===== src/rtl/capture_sampler.sv =====
// Strobe-triggered WIDTH x DEPTH sample buffer with FIFO/ring modes.
// Define CAPTURE_SYNC_EN to synchronise an asynchronous cap_in/din pair.
module capture_sampler #(
    parameter int WIDTH = 6,
    parameter int DEPTH = 8
) (
    input  logic                       clk,
    input  logic                       rst_n,
    input  logic                       cap_in,
    input  logic [WIDTH-1:0]           din,
    input  logic                       mode,
    input  logic                       rd_en,
    input  logic                       clr,
    output logic [WIDTH-1:0]           dout,
    output logic [$clog2(DEPTH+1)-1:0] count,
    output logic                       empty,
    output logic                       full,
    output logic                       overflow,
    output logic                       cap_pulse
);

    localparam int AW = $clog2(DEPTH);
    localparam int CW = $clog2(DEPTH+1);
    localparam logic [CW-1:0] FULL_C = CW'(DEPTH);

    logic             cap_s;
    logic [WIDTH-1:0] din_s;

`ifdef CAPTURE_SYNC_EN
    logic             sync1_q, sync2_q;
    logic [WIDTH-1:0] dly1_q, dly2_q;

    // din rides a matching delay so it lines up with the synchronised strobe
    always_ff @(posedge clk or negedge rst_n) begin
        if (!rst_n) begin
            sync1_q <= 1'b0;
            sync2_q <= 1'b0;
            dly1_q  <= '0;
            dly2_q  <= '0;
        end else begin
            sync1_q <= cap_in;
            sync2_q <= sync1_q;
            dly1_q  <= din;
            dly2_q  <= dly1_q;
        end
    end

    assign cap_s = sync2_q;
    assign din_s = dly2_q;
`else
    assign cap_s = cap_in;
    assign din_s = din;
`endif

    logic [WIDTH-1:0] mem_q [DEPTH];
    logic [AW-1:0]    wr_q, wr_d;
    logic [AW-1:0]    rd_q, rd_d;
    logic [CW-1:0]    count_q, count_d;
    logic             ovf_q, ovf_d;
    logic             cap_q;
    logic             pulse_q;
    logic             push;
    logic             do_pop;
    logic             we;
    logic             empty_w;
    logic             full_w;

    assign empty_w = (count_q == '0);
    assign full_w  = (count_q == FULL_C);
    assign push    = cap_s & ~cap_q;
    assign do_pop  = rd_en & ~empty_w;

    always_comb begin
        wr_d    = wr_q;
        rd_d    = rd_q;
        count_d = count_q;
        ovf_d   = ovf_q;
        we      = 1'b0;
        if (clr) begin
            wr_d    = '0;
            rd_d    = '0;
            count_d = '0;
            ovf_d   = 1'b0;
        end else if (push) begin
            if (!full_w) begin
                we   = 1'b1;
                wr_d = wr_q + 1'b1;
                if (do_pop) begin
                    rd_d = rd_q + 1'b1;
                end else begin
                    count_d = count_q + 1'b1;
                end
            end else if (do_pop || mode) begin
                // full: a simultaneous pop frees the slot; ring mode evicts oldest
                we   = 1'b1;
                wr_d = wr_q + 1'b1;
                rd_d = rd_q + 1'b1;
                if (!do_pop) begin
                    ovf_d = 1'b1;
                end
            end else begin
                ovf_d = 1'b1;
            end
        end else if (do_pop) begin
            rd_d    = rd_q + 1'b1;
            count_d = count_q - 1'b1;
        end
    end

    always_ff @(posedge clk or negedge rst_n) begin
        if (!rst_n) begin
            wr_q    <= '0;
            rd_q    <= '0;
            count_q <= '0;
            ovf_q   <= 1'b0;
            cap_q   <= 1'b1;
            pulse_q <= 1'b0;
        end else begin
            wr_q    <= wr_d;
            rd_q    <= rd_d;
            count_q <= count_d;
            ovf_q   <= ovf_d;
            cap_q   <= cap_s;
            pulse_q <= push;
        end
    end

    always_ff @(posedge clk) begin
        if (we) begin
            mem_q[wr_q] <= din_s;
        end
    end

    assign dout      = empty_w ? '0 : mem_q[rd_q];
    assign count     = count_q;
    assign empty     = empty_w;
    assign full      = full_w;
    assign overflow  = ovf_q;
    assign cap_pulse = pulse_q;

endmodule


===== config.mk =====
export PLATFORM = sky130hd
export DESIGN_NAME = capture_sampler
export DESIGN_NICKNAME = d
export VERILOG_FILES = /design/src/rtl/capture_sampler.sv
export SDC_FILE = /design/constraint.sdc
export NUM_CORES = 1
export LEC_CHECK = 0
export CORE_ASPECT_RATIO = 0.9
export CORE_UTILIZATION = 50
export CTS_CLUSTER_SIZE = 8
export DETAILED_ROUTE_END_ITERATION = 16
export HOLD_SLACK_MARGIN = 0.15
export PLACE_DENSITY_LB_ADDON = 0.1
export SYNTH_ARGS = -nofsm -noshare
export SYNTH_HDL_FRONTEND = slang
export SYNTH_SLANG_ARGS = --single-unit

===== constraint.sdc =====
create_clock -name clk -period 2 [get_ports clk]
set_input_delay 0.4 -clock clk [delete_from_list [all_inputs] [get_ports clk]]
set_output_delay 0.4 -clock clk [all_outputs]
set_load 0.01 [all_outputs]

Word level (Yosys, flattened, before mapping)
Memories as Yosys holds them, arrays and structs flattened.
Index checks and enable logic that the tools add are counted.
{ "classes": {"n_reduce_logical": 8, "n_addsub": 4, "bitwise_logic": 4, "muxes": 26, "n_eq_ne": 6} }
{ "op_table": {"columns": ["operator", "n"], "rows": [
  ["2-to-1 mux 3 bit", 9],
  ["2-to-1 mux 4 bit", 5],
  ["2-to-1 mux 1 bit", 11],
  ["!= test 3 bit, second input constant", 3],
  ["adder 3 x 1 -> 3 bit, second input constant", 2],
  ["2-to-1 mux 6 bit", 1],
  ["AND reduction 3 bit", 2],
  ["adder 4 x 1 -> 4 bit, second input constant", 1],
  ["equality test 4 bit, second input constant", 1],
  ["logical NOT 4 bit", 1],
  ["!= test 4 x 3 -> 1 bit, second input constant", 1],
  ["nonzero test 2 bit", 2],
  ["subtractor 4 x 1 -> 4 bit, second input constant", 1],
  ["!= test 3 x 2 -> 1 bit, second input constant", 1],
  ["nonzero test 3 bit", 1],
  ["bitwise AND 1 bit", 2],
  ["inverter 1 bit", 2],
  ["AND reduction 2 bit", 1],
  ["logical OR 1 bit", 1]
]} }
{ "totals": {"n_memories": 1, "ram_bits": 48, "wordCells": 55, "out_inout_bits": 14, "input_bits": 12, "ff_bits": 13} }
{ "mem_list": {"columns": ["name", "words", "word_bits", "rd", "rd_clocked_by_memory_dff", "write_ports", "line", "text"], "rows": [
  ["mem_q", 8, 6, 1, 0, 1, "55", "logic [WIDTH-1:0] mem_q [DEPTH];"]
]} }

Logic depth before layout (Yosys ltp)
{ "depth": {"word_depth": 10, "depth_mapped": 9, "depth_no_buf": 8} }

Worst setup path after synthesis
Ideal clock, no wire load.
{ "synth_timing": {"path_kind": "reg-to-reg", "startpoint": "reg count_q[0] (netlist: count[0])", "endpoint": "mem mem_q[4][0], enable pin", "path_stages_with_launch": 5, "setup_time_ps": 386, "required_time_ps": 1614, "path_slack_ps": -149, "path_buffers": 0, "period_less_slack_ps": 2149, "arrival_time_ps": 1763, "cell_sequence": "dfrtp_1 > nor4b_4 > a21oi_1 > nand2_1 > nor4_1"} }
{ "synth_via": {"word_cells_on_any_way": 11, "cone_classes": "eq/ne (1); mux (6); bitwise (2); reduce/logical (2)"} }
{ "synth_lines": {"columns": ["element", "line", "text"], "rows": [
  ["start: declaration", "58", "logic [CW-1:0] count_q, count_d;"],
  ["start signal: assignment", "121", "count_q <= count_d;"],
  ["equality test 4 bit", "69", "assign full_w = (count_q == FULL_C);"],
  ["net full", "17", "output logic full,"],
  ["2-to-1 mux 1 bit", "85", "if (!full_w) begin"],
  ["2-to-1 mux 1 bit", "84", "end else if (push) begin"],
  ["2-to-1 mux 1 bit", "79", "if (clr) begin"],
  ["2-to-1 mux 1 bit", "129", "if (we) begin"],
  ["2-to-1 mux 1 bit (implied by the code)", "130", "mem_q[wr_q] <= din_s;"],
  ["end: declaration", "55", null]
]} }
The timed path passes the listed nets, and every way through them passes these cells.

Worst setup path in the final report
{ "layout_timing": {"startpoint": "reg rd_q[0]", "endpoint": "out dout[3]"} }
{ "layout_via": {"elab_chain_len": 2} }
{ "layout_lines": {"columns": ["element", "line", "text"], "rows": [
  ["start: declaration", "57", "logic [AW-1:0] rd_q, rd_d;"],
  ["start signal: assignment", "120", "rd_q <= rd_d;"],
  ["memory read (8 x 6 bit)", null, null],
  ["2-to-1 mux 6 bit", "134", "assign dout = empty_w ? '0 : mem_q[rd_q];"],
  ["end: declaration", "14", "output logic [WIDTH-1:0] dout,"]
]} }
Every way passes these cells.

==> results.toml <==
[worst_setup_path]
worst-setup-path-type = "flip-flop to output pin"
endpoint = "dout[3]"
critPathLaunch = "rd_q[0]"
r2r_start = "count[1]"
end_kind = "output pin"
path_max_fanout = 6
worstPathRequired_ns = 1.60
worstSetupStartpointType = "flip-flop"
r2r_end = "mem_q[5][4]"
cp.arrival_ns = 1.78
regToRegSetupSlack_ns = 0.12
ff2ff_path_depth = 7

[global_routing]
grt_first_pass_wirelength_um = 8350
grt_max_degree = 15
antenna_found_initial = 0
grt_overflow = 0
grt_usage = 0.217
grt_pass1_vias = 1629

[route]
drt-pass1-iter-count = 4
drt-initial-drc-count = 110
drt-vias-per-instance = 5.50
finalWirelength_um = 5080
ant_nets = 0
drc = 0
num_vias = 1562
wl_per_cell_um = 17.9

[cells_and_area]
area_delta_synth_final_pct = 27.8
utilization = 0.676
finalNetCount = 231
final_cell_mix = "48 x edfxtp_1, 26 x buf_4, 21 x nor2_1"
diodes = 0
fillers = 345
layout.cells.non_filler = 284
drive_above_1_share = 0.333
layout_commonest_cell = "edfxtp_1"

[placement]
dp.final_hpwl_um = 3580
dp_cells = 267
gp_congestion = 0.834
portBuffers = 25

[sta]
fmax_mhz = 459
min_period_ns = 2.18
fin_crit_sh = 1.09
slew_violations = 0
finalSetupViolCount = 6
worstMarginPinSlew_ns = 0.609
fin_ws_ns = -0.178
final-hold-violation-count = 0
maxSlewHeadroom = 0.593
fin_skew_ns = 0.00814
rsz0062_at_grt = "yes"

[power]
p_int_mw = 2.78
p_comb_frac = 0.362
peakVddDrop_v = 0.000663
p_leak_nw = 1.20
p_sw_frac = 0.290
clkPwrFrac = 0.254
switchingPower_mw = 1.14
seqPwrFrac = 0.383
power_density_nw_per_um2 = 1170

[clock_network]
cts_root_buf = "clkbuf_8"
ctsLongestPathBuffers = 2
cts_hold_buf = 0
cts_tree = "yes"
clk_latency_ns = 0.34
cts_buffers = 9
cts.sinks = 61
clkTransAtPathRegs_ns = 0.07
h-tree-depth = 3

[synthesis]
yosysSeqAreaShare = 0.675
yosysUniqueCellTypes = 32
synth_fp_nets = 172
avgSynthCellArea_um2 = 16.8
synth-seq-cells = 61
yosysWarnings = 0
netlist_area_um2 = 2620
postSynthCellCount = 156

[hold_path]
min_path_type = "primary input to async pin"

[status]
violations = "negative setup slack"
status = "finished with violations"

[floorplanning]
initial_core_util = 0.529
fp-row-count = 24
io_pins = 26
coreArea_um2 = 4950
die_x_um = 78.3
die_y_um = 70.7
die_area_um2 = 5530

[run]
maxCapViolations = 0
[area by class of cell]
type	instances	area [µm²]	share of cell area
clock buffer	9	124	0.0370
tap	65	81.3	0.0243
clock inverter	6	55.1	0.0164
sequential	61	1770	0.528
inverter	1	3.75	0.00112
timing repair buffer	54	479	0.143
multi-input combinational	88	837	0.250
[cell usage after synthesis (all sizes together)]
cell type	instances	share of area
a21bo	1	0.0038
a21oi	4	0.0076
a22oi	2	0.0057
a31oi	2	0.0048
buf	3	0.0091
clkbuf	3	0.0043
dfrtp	12	0.11
dfstp	1	0.010
edfxtp	48	0.55
ha	4	0.019
inv	1	0.0014
mux2i	8	0.035
mux4	12	0.10
nand2	8	0.012
nand2b	2	0.0048
nand3b	2	0.0057
nor2	21	0.030
nor3	4	0.0076
nor3b	1	0.0048
nor4	3	0.0072
nor4b	2	0.012
o21a	1	0.0029
o22ai	1	0.0024
o41ai	1	0.011
or2	1	0.0033
xnor2	6	0.020
xor2	2	0.0067
[registers in the layout (all words and copies together) (netlist names)]
| name | count |
|---|---|
| rd_q | 3 |
| wr_q | 3 |
| overflow | 1 |
| count | 4 |
| mem_q | 48 |
| cap_pulse | 1 |
| cap_q | 1 |
[per-layer routing]
metal,routed length (µm),vias up,global-route usage
li1,-,723,-
met1,2350,783,0.295
met2,2400,44,0.324
met3,217,12,0.0594
met4,119,0,0.111
met5,0,-,0
[per-stage QoR]
step | instance area [µm²] | hold WS, ns | power, mW | worst slack (ns) | TNS (ns)
floorplan | 2640 | 0.104 | 2.32 | -0.0214 | -0.128
global placement | 3160 | 0.480 | 2.91 | -0.143 | -1.80
detailed placement | 3160 | 0.485 | 2.96 | -0.163 | -3.32
CTS | 3350 | 0.451 | 3.97 | -0.240 | -1.26
global route | 3350 | 0.484 | 4.10 | -0.271 | -1.50
finish | 3350 | 0.439 | 3.92 | -0.178 | -0.994
[worst min-delay path by stage]
stage | start | cells past startpoint | to
after floorplan | rst_n | 0 | cap_pulse
after global placement | overflow | 2 | overflow
after detailed placement | overflow | 2 | overflow
after CTS | rst_n | 1 | overflow
after global routing | rst_n | 1 | overflow
final | rst_n | 1 | count[2]
[worst max-delay path, cell delays in order, from the launching register on]
cell and delay [ns]:
dfrtp_2 0.43, clkbuf_16 0.18, mux4_2 0.50, mux2i_1 0.14, nor2_1 0.05, buf_2 0.13
[kinds of logic (layout without fill, tap and decap cells)]
kind of cell / count (synthesis) / in the layout / share of synthesized area
flip-flops: 61 / 61 / 0.675
AND/OR/NAND/NOR: 44 / 44 / 0.0884
multiplexers: 20 / 20 / 0.138
AO/OA/AOI/OAI: 12 / 12 / 0.0377
XOR/XNOR: 8 / 8 / 0.0267
buffers and inverters: 7 / 70 / 0.0148
adder cells (fa/ha/maj): 4 / 4 / 0.0191
[power groups by stage]
| stage | Sequential, mW | Clock [mW] | Combinational, mW |
|---|---|---|---|
| 6_report | 1.50 | 0.996 | 1.42 |
| 5_1_grt | 1.51 | 1.06 | 1.53 |
| 4_1_cts | 1.51 | 1.02 | 1.44 |
| 3_5_place_dp | 1.51 | 0 | 1.45 |
| 3_3_place_gp | 1.50 | 0 | 1.41 |
| 2_1_floorplan | 1.56 | 0 | 0.755 |
[timing repair]
action / in CTS / in global routing
buffers inserted: 1 / 0
cloned: 1 / 0
gates resized for setup: 29 / 2
setup endpoints to repair: 8 / 7
Power figures use the tool's default switching activity.
